File: src/rtl/exec_pkg.sv
// Shared encodings for the execute-stage sequencer: op codes, ALU op codes,
// flag bit positions, decoded control bundle and FSM states.
package exec_pkg;

  typedef enum logic [2:0] {
    OP_ADD  = 3'd0,
    OP_SUB  = 3'd1,
    OP_AND  = 3'd2,
    OP_ADDI = 3'd3,
    OP_CMP  = 3'd4,
    OP_BEQ  = 3'd5,
    OP_BLTU = 3'd6,
    OP_ILL  = 3'd7
  } op_e;

  typedef enum logic [1:0] {
    ALU_ADD = 2'b00,
    ALU_SUB = 2'b01,
    ALU_AND = 2'b10
  } alu_op_e;

  localparam int unsigned FLAG_OVF   = 2;
  localparam int unsigned FLAG_CARRY = 1;
  localparam int unsigned FLAG_ZERO  = 0;

  localparam logic [2:0] FMASK_ALL  = 3'b111;
  localparam logic [2:0] FMASK_Z    = 3'b001;
  localparam logic [2:0] FMASK_NONE = 3'b000;

  typedef enum logic [1:0] {
    BR_NONE = 2'd0,
    BR_EQ   = 2'd1,
    BR_LTU  = 2'd2
  } br_e;

  typedef enum logic [1:0] {
    ST_IDLE = 2'd0,
    ST_EXEC = 2'd1,
    ST_DONE = 2'd2
  } state_e;

  typedef struct packed {
    alu_op_e    alu_op;
    logic       b_imm;      // operand B comes from the sign-extended immediate
    logic       wr_en;
    logic [2:0] flag_mask;  // which flag bits this op loads
    br_e        br;
    logic       illegal;
  } dec_t;

endpackage

File: src/rtl/exec_op_decode.sv
// Combinational op decoder: maps a 3-bit op to the ALU/writeback/flag controls.
module exec_op_decode
  import exec_pkg::*;
(
  input  logic [2:0] op,
  output dec_t       dec
);

  // Decode table; illegal op writes nothing and touches no flags.
  always_comb begin
    dec.alu_op    = ALU_ADD;
    dec.b_imm     = 1'b0;
    dec.wr_en     = 1'b0;
    dec.flag_mask = FMASK_NONE;
    dec.br        = BR_NONE;
    dec.illegal   = 1'b0;
    case (op_e'(op))
      OP_ADD: begin
        dec.wr_en     = 1'b1;
        dec.flag_mask = FMASK_Z;
      end
      OP_SUB: begin
        dec.alu_op    = ALU_SUB;
        dec.wr_en     = 1'b1;
        dec.flag_mask = FMASK_ALL;
      end
      OP_AND: begin
        dec.alu_op    = ALU_AND;
        dec.wr_en     = 1'b1;
        dec.flag_mask = FMASK_Z;
      end
      OP_ADDI: begin
        dec.b_imm     = 1'b1;
        dec.wr_en     = 1'b1;
        dec.flag_mask = FMASK_Z;
      end
      OP_CMP: begin
        dec.alu_op    = ALU_SUB;
        dec.flag_mask = FMASK_ALL;
      end
      OP_BEQ: begin
        dec.alu_op = ALU_SUB;
        dec.br     = BR_EQ;
      end
      OP_BLTU: begin
        dec.alu_op = ALU_SUB;
        dec.br     = BR_LTU;
      end
      default: begin
        dec.illegal = 1'b1;
      end
    endcase
  end

endmodule

File: src/rtl/exec_sequencer.sv
// Execute-stage controller: accepts a command, drives an external ALU from
// registered operands, captures result/flags and hands the result to writeback.
module exec_sequencer
  import exec_pkg::*;
#(
  parameter int unsigned IMM_W = 16,
  parameter int unsigned RD_W  = 5
) (
  input  logic             clk,
  input  logic             reset,
  input  logic             cmd_valid,
  output logic             cmd_ready,
  input  logic [2:0]       cmd_op,
  input  logic [RD_W-1:0]  cmd_rd,
  input  logic [31:0]      cmd_rs_val,
  input  logic [31:0]      cmd_rt_val,
  input  logic [IMM_W-1:0] cmd_imm,
  input  logic             flush,
  output logic [31:0]      alu_a,
  output logic [31:0]      alu_b,
  output logic [1:0]       alu_op,
  input  logic [31:0]      alu_result,
  input  logic [2:0]       alu_flags,
  output logic             res_valid,
  input  logic             res_ready,
  output logic [31:0]      res_data,
  output logic [RD_W-1:0]  res_rd,
  output logic             res_wr_en,
  output logic             res_taken,
  output logic             res_illegal,
  output logic [2:0]       flags_q
);

  state_e          state_q, state_d;
  logic [31:0]     a_q, a_d, b_q, b_d;
  alu_op_e         alu_op_q, alu_op_d;
  logic            wr_q, wr_d;
  logic [2:0]      mask_q, mask_d;
  br_e             br_q, br_d;
  logic            ill_q, ill_d;
  logic [RD_W-1:0] rd_q, rd_d;

  logic [31:0]     res_data_q, res_data_d;
  logic [RD_W-1:0] res_rd_q, res_rd_d;
  logic            res_wr_en_q, res_wr_en_d;
  logic            res_taken_q, res_taken_d;
  logic            res_illegal_q, res_illegal_d;
  logic [2:0]      flags_d;

  dec_t        dec;
  logic [31:0] imm_sext;

  exec_op_decode u_decode (
    .op  (cmd_op),
    .dec (dec)
  );

  assign imm_sext = {{(32 - IMM_W){cmd_imm[IMM_W-1]}}, cmd_imm};

  // Flush also blocks acceptance so the upstream never sees a dropped handshake.
  assign cmd_ready = (state_q == ST_IDLE) && !reset && !flush;
  assign res_valid = (state_q == ST_DONE);

  assign alu_a       = a_q;
  assign alu_b       = b_q;
  assign alu_op      = alu_op_q;
  assign res_data    = res_data_q;
  assign res_rd      = res_rd_q;
  assign res_wr_en   = res_wr_en_q;
  assign res_taken   = res_taken_q;
  assign res_illegal = res_illegal_q;

  // Next-state, operand load on accept, result/flag capture at end of EXEC.
  always_comb begin
    state_d       = state_q;
    a_d           = a_q;
    b_d           = b_q;
    alu_op_d      = alu_op_q;
    wr_d          = wr_q;
    mask_d        = mask_q;
    br_d          = br_q;
    ill_d         = ill_q;
    rd_d          = rd_q;
    res_data_d    = res_data_q;
    res_rd_d      = res_rd_q;
    res_wr_en_d   = res_wr_en_q;
    res_taken_d   = res_taken_q;
    res_illegal_d = res_illegal_q;
    flags_d       = flags_q;
    case (state_q)
      ST_IDLE: begin
        if (cmd_valid && cmd_ready) begin
          a_d      = cmd_rs_val;
          b_d      = dec.b_imm ? imm_sext : cmd_rt_val;
          alu_op_d = dec.alu_op;
          wr_d     = dec.wr_en;
          mask_d   = dec.flag_mask;
          br_d     = dec.br;
          ill_d    = dec.illegal;
          rd_d     = cmd_rd;
          state_d  = ST_EXEC;
        end
      end
      ST_EXEC: begin
        if (flush) begin
          state_d = ST_IDLE;
        end else begin
          res_data_d    = ill_q ? '0 : alu_result;
          res_rd_d      = rd_q;
          res_wr_en_d   = wr_q;
          res_illegal_d = ill_q;
          case (br_q)
            BR_EQ:   res_taken_d = alu_flags[FLAG_ZERO];
            BR_LTU:  res_taken_d = alu_flags[FLAG_CARRY];
            default: res_taken_d = 1'b0;
          endcase
          flags_d = (flags_q & ~mask_q) | (alu_flags & mask_q);
          state_d = ST_DONE;
        end
      end
      ST_DONE: begin
        if (flush || res_ready) state_d = ST_IDLE;
      end
      default: state_d = ST_IDLE;
    endcase
  end

  // State and holding registers; reset clears everything.
  always_ff @(posedge clk) begin
    if (reset) begin
      state_q       <= ST_IDLE;
      a_q           <= '0;
      b_q           <= '0;
      alu_op_q      <= ALU_ADD;
      wr_q          <= 1'b0;
      mask_q        <= '0;
      br_q          <= BR_NONE;
      ill_q         <= 1'b0;
      rd_q          <= '0;
      res_data_q    <= '0;
      res_rd_q      <= '0;
      res_wr_en_q   <= 1'b0;
      res_taken_q   <= 1'b0;
      res_illegal_q <= 1'b0;
      flags_q       <= '0;
    end else begin
      state_q       <= state_d;
      a_q           <= a_d;
      b_q           <= b_d;
      alu_op_q      <= alu_op_d;
      wr_q          <= wr_d;
      mask_q        <= mask_d;
      br_q          <= br_d;
      ill_q         <= ill_d;
      rd_q          <= rd_d;
      res_data_q    <= res_data_d;
      res_rd_q      <= res_rd_d;
      res_wr_en_q   <= res_wr_en_d;
      res_taken_q   <= res_taken_d;
      res_illegal_q <= res_illegal_d;
      flags_q       <= flags_d;
    end
  end

endmodule
File: config.mk
export PLATFORM = sky130hd
export DESIGN_NAME = exec_sequencer
export DESIGN_NICKNAME = d
export VERILOG_FILES = /design/src/rtl/exec_pkg.sv /design/src/rtl/exec_op_decode.sv /design/src/rtl/exec_sequencer.sv
export SDC_FILE = /design/constraint.sdc
export NUM_CORES = 1
export LEC_CHECK = 0
export ABC_AREA = 1
export CAP_MARGIN = 20
export CORE_MARGIN = 2
export CORE_UTILIZATION = 35
export CTS_CLUSTER_SIZE = 12
export DETAILED_ROUTE_END_ITERATION = 8
export HOLD_SLACK_MARGIN = 0.12
export PLACE_DENSITY = 0.82
export SETUP_SLACK_MARGIN = 0.02
export SYNTH_ARGS = -nofsm -noshare
export SYNTH_HDL_FRONTEND = slang
export SYNTH_SLANG_ARGS = --single-unit
File: constraint.sdc
create_clock -name clk -period 1.5 [get_ports clk]
set_clock_uncertainty 0.1 [all_clocks]
set_input_delay 0.375 -clock clk [delete_from_list [all_inputs] [get_ports clk]]
set_output_delay 0.375 -clock clk [all_outputs]
set_load 0.1 [all_outputs]
==> results of run 1 <==
state kept, by name (all words and copies together), names as in the netlist, named ones only:
name,cells
alu_b,32
ill_q,1
mask_q,2
res_taken,1
alu_op,2
res_data,32
br_q,2
res_rd,5
res_wr_en,1
alu_a,32
rd_q,5
wr_q,1
state_q,2
res_illegal,1
timing repair:
action / CTS / global route
pin swaps: 4 / 2
setup buffers: 4 / 1
hold buffers: 0 / 0
cloned: 0 / 2
gates resized for setup: 34 / 84
endpoints found under the setup margin: 126 / 110
placed cells by master, fill, tap and decap left out:
cell type / Yosys / final
buf_8: 0 / 2
nor2_4: 3 / 6
buf_6: 1 / 3
a21oi_1: 76 / 73
a21oi_2: 0 / 3
buf_12: 0 / 122
o21ai_0: 11 / 9
bufinv_16: 0 / 5
nand2_4: 0 / 1
inv_1: 61 / 60
nand3_4: 0 / 1
o21ai_1: 0 / 2
clkbuf_16: 0 / 19
clkbuf_1: 20 / 3
nand4_1: 1 / 1
clkinv_2: 0 / 2
ha_1: 2 / 2
nand3b_1: 1 / 1
clkdlybuf4s50_1: 0 / 123
dfxtp_2: 0 / 92
nor2_2: 1 / 3
clkinvlp_4: 0 / 3
dlygate4sd2_1: 0 / 1
nand3_1: 33 / 33
buf_2: 15 / 1
nand2_1: 246 / 244
clkbuf_8: 0 / 1
clkinv_1: 1 / 1
dlymetal6s2s_1: 0 / 2
dfxtp_1: 122 / 30
clkinv_4: 0 / 2
nor2_1: 114 / 109
inv_6: 0 / 1
buf_4: 6 / 19
diode_2: 0 / 1
nor3_2: 1 / 1
nand2_2: 2 / 3
report_power, final:
part           switching (mW)  internal, mW
sequential              0.109          3.37
clock                    1.47          2.99
combinational            1.17         0.882
total                    2.76          7.25
metal layers:
layer	vias to the layer above	GRT usage (%)	share of wire (%)
met4	0	10.1	3.2
met2	185	35.2	49
met1	2403	22.7	39
met3	31	6.96	8.5
li1	2708	-	-
met5	-	0	0
through the flow:
stage          std cells  setup slack, ps  utilization [%]
2_1_floorplan        720            -8.71                -
3_3_place_gp        1125             -444             63.8
3_5_place_dp        1125             -525             63.8
4_1_cts             1161             -186             69.1
5_1_grt             1165             -196             70.6
6_report            1165             -152             70.6
layout make-up:
cell class / count / area share [%]
diodes: 1 / 0.0256
multi-input cells: 492 / 21.7
clock inverters: 11 / 1.97
flip-flops and latches: 122 / 26.2
repair buffers: 275 / 40.7
well taps: 180 / 2.31
inverters: 63 / 2.51
clock buffers: 21 / 4.61
logic make-up (layout without fill, tap and decap cells):
family | count (synthesis) | count (layout) | synth area share (%)
simple gates | 403 | 403 | 32.4
flops | 122 | 122 | 49.3
buf+inv | 106 | 370 | 9.02
compound gates | 87 | 87 | 8.79
fa+ha+maj | 2 | 2 | 0.505
other cells | 0 | 1 | 0
worst min path at each step:
| stage | startpoint | slack [ps] | end | cells past startpoint |
|---|---|---|---|---|
| floorplan | wr_q | 340 | wr_q | 2 |
| CTS | flush | 310 | state_q[1] | 4 |
| global route | flush | 350 | state_q[1] | 4 |
| detailed placement | rd_q[0] | 350 | rd_q[0] | 2 |
| finish | flush | 330 | state_q[1] | 4 |
| global placement | wr_q | 350 | wr_q | 2 |
worst register-to-register path, delay by kind of cell (launching register included):
family | cells | cell delay, ps
buffers and inverters | 2 | 290
DFF | 1 | 330
and+or+nand+nor | 6 | 610
==> flow_summary.toml, run 1 <==
[timing]
hold_viol = 0
relSlewSlack_pct = 82.7
rsz0062_at_grt = "true"
setup_violations = 2
min_period_ps = 1650
setup-tns-final_ps = -282
min_period_over_period_pct = 110
holdWs_ps = 329
final.setup.worst_slack_ps = -152
slew_viol_final = 0
fmax_mhz = 605
tightest_slew_ps = 259

[floorplanning]
io_pins = 239
fp.dieH_um = 123
initial_core_util_pct = 35.8
die_area_um2 = 15100
die_w_um = 123
rows = 43
coreArea_um2 = 13800

[power_and_ir_drop]
ir_worst_vdd_v = 0.000679
power.total_mw = 10.0
cellLeakagePower_nw = 4.08
power_density_nw_per_um2 = 1020

[layout]
drive_above_1_share_pct = 29.5
ff_latch_area_um2 = 2560
fillers = 1000
stdcell_area_um2 = 9760
multi_input_area_um2 = 2120
areaGrowthSynthToFinish_pct = 97.1
nets = 1101

[placement]
place.gp.congestion = 0.766
portBuffers = 238
postPlaceCellArea_um2 = 8820
dp_hpwl_um = 11400

[logic_synthesis]
syn_avg_cell_area_um2 = 6.88
postSynthCellCount = 720
synth_flop_cell = "dfxtp_1"
ys_top_cells_by_area = "dfxtp_1, nand2_1, nor2_1"
ys_seq_area_share_pct = 49.3
yosysTopAreaCell = "dfxtp_1"
synth_top_area_share_pct = 49.3
yosys_warnings = 0
synth_common_cells = "nand2_1, dfxtp_1, nor2_1"
synth_area_um2 = 4950
ys_ff_latch = 122
async_flop_share_pct = 0
synth-edff-count = 0
netlist-cell-type-count = 22
synth_most_common_cell = "nand2_1"
synth_nets = 850

[worst_setup_path]
critical_path.max_stage_delay_ps = 330
reg2reg_depth = 8
arrival_ps = 1180
crit_required_ps = 1020
r2r-start = "state_q[1]"
crit_type = "flop to output pin"
worstPathCellList = "nor2_4, nand2_4, clkinvlp_4, buf_12"
cp_slowest_cell = "dfxtp_2"
rrSetupSlack_ps = 70
cp.buffers_inverters = 2
crit_end = "cmd_ready"
r2r-end = "alu_b[19]"
path_depth = 4
startpoint = "state_q[1]"
crit_family = "flip-flops"
end_kind = "output pin"
cp-start-kind = "flop"
path_max_fanout = 2

[detailed_routing]
drc = 0
finalWirelength_um = 16000
wl_per_cell_um = 13.7
via_count = 5327
antenna_left = 0
avgViaCountPerCell = 4.57
drtIter0Drc = 220
drt_pass1_iterations = 5

[grt]
grt_overflow = 0
antenna_found_initial = 2
grt_pass1_wl_um = 24200
grt_pass1_vias = 5116
grt_usage_pct = 20.6
grt_max_degree = 55

[cts]
cts_tree = "done"
worstSkewPairLatency_ps = 410
cts.sinks = 122
clockBufferDepth = 2
ctsHtreeMaxLevel = 4
root_buffer = "clkbuf_16"
clk_pin_slew_worst_paths_ps = 60
numCtsBuffers = 17

[status]
outcome = "finished, violations left"
violations = "negative setup slack"

[min_path]
hold_class = "input port to flop"

[run]
maxCapViolations = 0
(Power assumes the default switching activity.)
==> run 2, diff against run 1 <==
--- a/config.mk
+++ b/config.mk
@@ -8,11 +8,11 @@
 export ABC_AREA = 1
 export CAP_MARGIN = 20
 export CORE_MARGIN = 2
-export CORE_UTILIZATION = 35
+export CORE_UTILIZATION = 28
 export CTS_CLUSTER_SIZE = 12
 export DETAILED_ROUTE_END_ITERATION = 8
 export HOLD_SLACK_MARGIN = 0.12
-export PLACE_DENSITY = 0.82
+export PLACE_DENSITY = 0.7
 export SETUP_SLACK_MARGIN = 0.02
 export SYNTH_ARGS = -nofsm -noshare
 export SYNTH_HDL_FRONTEND = slang
==> flow_summary.toml, run 2 (same netlist as run 1, synthesis figures left out) <==
[power_and_ir_drop]
p_sw_mw = 2.98
p_sw_share_pct = 28.9
power.share.clock_pct = 43.7
ir_worst_vdd_v = 0.000731
p_comb_share_pct = 22.6
seqPwrFrac_pct = 33.7
cellLeakagePower_nw = 4.55
p_int_mw = 7.33
power_density_nw_per_um2 = 946

[worst_setup_path]
worstPathCellList = "nor2_4, nand2_2, buf_6, clkinvlp_4, buf_12"
crit_type = "flop to output pin"
r2r-start = "state_q[1]"
critical_path.max_stage_delay_ps = 340
cp_slowest_cell = "dfxtp_2"
reg2reg_depth = 10
end_kind = "output pin"
cp-start-kind = "flop"
startpoint = "state_q[1]"
arrival_ps = 1290
crit_required_ps = 1020
path_max_fanout = 2

[floorplanning]
fp.dieH_um = 137
initial_core_util_pct = 28.6
die_area_um2 = 18800
coreArea_um2 = 17300
io_pins = 239
die_w_um = 137
rows = 48

[layout]
multi_input_area_um2 = 2610
fin_util_pct = 63.0
layout_commonest_cell = "nand2_1"
nets = 1130
n_antenna_cell = 0
areaGrowthSynthToFinish_pct = 120
ff_latch_area_um2 = 2550
fillers = 1394
drive_above_1_share_pct = 42.9
most-common-layout-cells = "nand2_1, buf_12, clkdlybuf4s50_1, dfxtp_2, nor2_1"

[timing]
relSlewSlack_pct = 76.7
setup_violations = 77
hold_viol = 0
final.setup.worst_slack_ps = -263
min_period_ps = 1760
slew_viol_final = 0
min_period_over_period_pct = 118
tightest_slew_ps = 349
setup-tns-final_ps = -9990
rsz0062_at_grt = "true"
fmax_mhz = 567

[cts]
root_buffer = "clkbuf_16"
cts_hold_buf = 0
cts_tree = "done"
ctsHtreeMaxLevel = 4
numCtsBuffers = 17
worstSkewPairLatency_ps = 410
cts.sinks = 122
clockBufferDepth = 2
clk_pin_slew_worst_paths_ps = 60

[grt]
grt_overflow = 0
grt_usage_pct = 17.4
antenna_found_initial = 0
grt_pass1_wl_um = 25400
grt_max_degree = 53
grt_pass1_vias = 5184

[status]
outcome = "finished, violations left"
violations = "negative setup slack"

[detailed_routing]
wl_met3_um = 1470
drtIter0Drc = 125
avgViaCountPerCell = 4.46
drt-met1-wl_um = 7420
finalWirelength_um = 18900
antenna_left = 0
drt_pass1_iterations = 4
wl_met2_um = 9750
drc = 0
wl_per_cell_um = 15.2
highest_layer = "met4"
via_count = 5521

[placement]
place.gp.congestion = 0.718
portBuffers = 238
dp_hpwl_um = 11500

[min_path]
hold_class = "flop to flop"
hold_path_depth = 2
worstHoldStart = "wr_q"

[run]
maxCapViolations = 0
[run 2: cell types whose count changed in the layout (fill, tap and decap cells not counted), sizes merged]
cell,delta
clkbuf,+15
buf,+13
inv,+4
clkinv,-1
diode,-1
bufinv,-1
clkinvlp,-1
[run 2: timing repair]
item / in CTS / in global routing
cloned: 1 / 20
setup buffers: 5 / 7
pin swaps: 6 / 43
resized for setup: 17 / 266
setup endpoints to repair: 30 / 192
[run 2: layer usage]
layer  vias up  global-route usage [%]
li1       2774                       -
met1      2548                    19.4
met2       178                    30.8
met3        21                    6.78
met4         0                    4.93
met5         -                       0
[run 2: area by class of cell]
| type | count | share of cell area, % |
|---|---|---|
| multi-input cells | 492 | 23.9 |
| well taps | 225 | 2.58 |
| clock buffers | 20 | 4.28 |
| flip-flops and latches | 122 | 23.4 |
| repair buffers | 304 | 41.8 |
| inverters | 63 | 2.27 |
| clock inverters | 12 | 1.70 |
[run 2: worst paths after layout]
check / end / slack, ps
setup / recovery: cmd_ready / -260
hold / removal: wr_q / 370
setup reg to reg: alu_b[18] / -260
hold reg to reg: wr_q / 370
[run 2: worst max-delay path, delay by kind of cell, from the launching register on]
family,cells,cell delay (ps)
buffers and inverters,3,360
DFF,1,340
and+or+nand+nor,2,190
[run 2: per-stage QoR]
stage | total power [mW] | std cells | hold WS, ps | setup WS [ps] | area (µm²)
after global placement | 5.53 | 1173 | 349 | -458 | 8900
after detailed placement | 5.55 | 1173 | 358 | -462 | 8900
after floorplan | 4.57 | 720 | 337 | -8.71 | 4970
final | 10.3 | 1238 | 368 | -263 | 10900
after CTS | 10.1 | 1211 | 362 | -260 | 9650
after global routing | 10.7 | 1238 | 372 | -310 | 10900
[run 2: power by group through the flow]
| stage | logic, mW | registers, mW | clock network, mW |
|---|---|---|---|
| after floorplan | 0.393 | 4.18 | 0 |
| after global placement | 2.01 | 3.53 | 0 |
| after detailed placement | 2.02 | 3.53 | 0 |
| after CTS | 2.05 | 3.46 | 4.61 |
| after global routing | 2.45 | 3.49 | 4.75 |
| final | 2.33 | 3.48 | 4.51 |
==> variant (flow settings as in run 2) <==
Change the parameter `RD_W` from 5 to 10.
--- a/src/rtl/exec_sequencer.sv
+++ b/src/rtl/exec_sequencer.sv
@@ -4,7 +4,7 @@
   import exec_pkg::*;
 #(
   parameter int unsigned IMM_W = 16,
-  parameter int unsigned RD_W  = 5
+  parameter int unsigned RD_W  = 10
 ) (
   input  logic             clk,
   input  logic             reset,
Interface: changed (resized cmd_rd and res_rd); port bits go from 239 to 249. The function was not compared with the original's and may differ.
==> variant against run 2 <==
The run still ends with setup timing left; cell area increased by 0.30%; power decreased by 1.2%; core utilization decreased by 4.4 points; maximum frequency increased by 5.9%; synthesized area increased by 6.8%; setup slack improved by 98 ps; global-route usage decreased by 0.16 points; sequential cell count increased by 10; synthesized cell count increased by 5.8%; routed wire length increased by 5.6%; critical endpoint unchanged; largest cell class unchanged.
==> variant: results (changes against run 2) <==
* Outcome: finished with violations
* Failing checks: setup timing
* Final weighted congestion in routability-driven placement at 0.782 (+8.9%)
* Antenna fix cells at 0 (unchanged)
* IO Port Bufs at 248 (+4.2%)
* Post-synth top cells: sky130_fd_sc_hd__nand2_1 (255), sky130_fd_sc_hd__dfxtp_1 (132), sky130_fd_sc_hd__nor2_1 (121)
* Arrival time worst endpoint at 1190 ps (-100 ps)
* Crit path max-delay cell type: sky130_fd_sc_hd__dfxtp_2
* Wire length reported by the detailed router at 19,900 um (+5.6%)
* Clock network latency to the later pin of the worst-skew pair at 410 ps (about the same)
* Min-Delay Startpoint: rd_q[4]
* Synthesized netlist net count at 897 (+5.5%)
* Longest individual stage delay on the worst path at 330 ps
* Share of synthesized registers carrying an async set or reset at 0% (unchanged)
* HPWL after detailed placement at 11,900 um (+3.7%)
* Fin nets at 1,178 (+4.2%)
* Maximum fanout encountered on the critical timing path at 2 (unchanged)
* Fraction of layout instances using a drive strength above 1 at 37.2% (-5.8 points)
* Synthesized instance count at 762 (+5.8%)
* Min-Delay Path Class: flop to flop
* Global-route wire length before repair at 27,400 um (+8.0%)
* Largest cells by area after synthesis: sky130_fd_sc_hd__dfxtp_1 (50%), sky130_fd_sc_hd__nand2_1 (18%), sky130_fd_sc_hd__nor2_1 (8.6%), sky130_fd_sc_hd__a21oi_1 (7.8%), sky130_fd_sc_hd__inv_1 (4.4%)
* Cell leakage power at 4.54 nW (-0.23%)
* Pin count of the biggest net entering global routing at 67 (+26%)
* Worst setup slack after placement at -577 ps (-115 ps)
* Cell type group with the largest total delay on the critical path: flip-flops
* Setup bufs post-CTS at 5 (unchanged)
* Worst setup margin at -165 ps (+98.2 ps)
* Met1 capacity usage during global routing at 20.0% (+0.62 points)
* Final Setup Violations at 51 (-34%)
* Synthesis Warnings at 0 (unchanged)
* Vias in the first global route at 5,434 (+4.8%)
* Destination of the worst hold path: rd_q[4]
* Initial drt markers at 203 (+62%)
* Antenna violations before repair at 0 (unchanged)
* Maximum vdd ir drop at 0.000800 V (+9.4%)
* Resized Gates After CTS at 50 (+33)
* Post-Route Hold Slack at 359 ps (-9.53 ps)
* Number of cells on the worst reg-to-reg path at 9 (-1)
* First-pass iteration count of the detailed router at 4 (unchanged)
* Slew HR at 74.2% (-2.6 points)
* Global-route track usage on met2 at 29.6% (-1.2 points)
* Placed instance area at 0.00932 sq mm (+4.7%)
* Worst reg-to-reg setup slack at -60 ps (+200 ps)
* Sequential cell area fraction in the yosys report at 49.9% (+0.62 points)
* Number of H-tree levels at 4 (unchanged)
* Clock edge transition at the registers on the reported setup and hold paths at 60 ps (about the same)
* GRT Total Usage at 17.3% (-0.16 points)
* Post-synth cell types at 19 (-14%)
* Setup tns final at -1370 ps (+8620 ps)
* Reg-to-Reg Start: state_q[1]
* Endpoint of the most critical register-to-register path: res_data[4]
* Vias after detailed routing at 5,812 (+5.3%)
* Clock Tree Buf Depth at 2 (unchanged)
* Met3 Resource Use GR at 6.65% (-0.13 points)
* Number of cells in the finished layout apart from fillers at 1,289 (+4.1%)
## variant: where the power goes
group	internal, mW	total (mW)	leakage, nW	switching, mW
registers	3.65	3.76	1.12	0.116
clock network	2.52	4.12	0.281	1.60
logic	1.01	2.31	3.13	1.30
## variant: cells by family after synthesis
group / after synthesis / share of synthesized area (%)
AND/OR/NAND/NOR: 419 / 31.2
flip-flops: 132 / 49.9
buffers and inverters: 110 / 9.03
AO/OA/AOI/OAI: 99 / 9.36
adder cells (fa/ha/maj): 2 / 0.473
## variant: routing by layer
layer	vias up	wire length (um)
li1	2920	-
met1	2697	8360
met2	179	9980
met3	16	1320
met4	0	273
met5	-	0
## variant: final cells by class
class	instances	area (sq um)
clock buffer	19	453
multi-input combinational	521	2460
tap	234	293
fill	1563	7710
sequential	132	2780
clock inverter	12	129
inverter	63	245
timing repair buffer	308	4570
## variant: worst max-delay path by stage
stage / slack, ps / end / cells after the start / from
detailed placement: -580 / alu_b[20] / 7 / flush
floorplan: 30 / cmd_ready / 3 / state_q[0]
global route: -210 / res_valid / 3 / state_q[1]
global placement: -540 / alu_b[22] / 7 / flush
CTS: -170 / cmd_ready / 4 / state_q[1]
finish: -160 / cmd_ready / 4 / state_q[1]
## variant: worst reg2reg max path, cell delays in order (launching register included)
cell,delay (ps)
sky130_fd_sc_hd__dfxtp_2,350
sky130_fd_sc_hd__nor2_4,50
sky130_fd_sc_hd__buf_4,130
sky130_fd_sc_hd__buf_4,140
sky130_fd_sc_hd__nand2_2,110
sky130_fd_sc_hd__clkinv_4,100
sky130_fd_sc_hd__buf_4,160
sky130_fd_sc_hd__clkbuf_16,160
sky130_fd_sc_hd__nand3_1,70
sky130_fd_sc_hd__a21oi_1,60
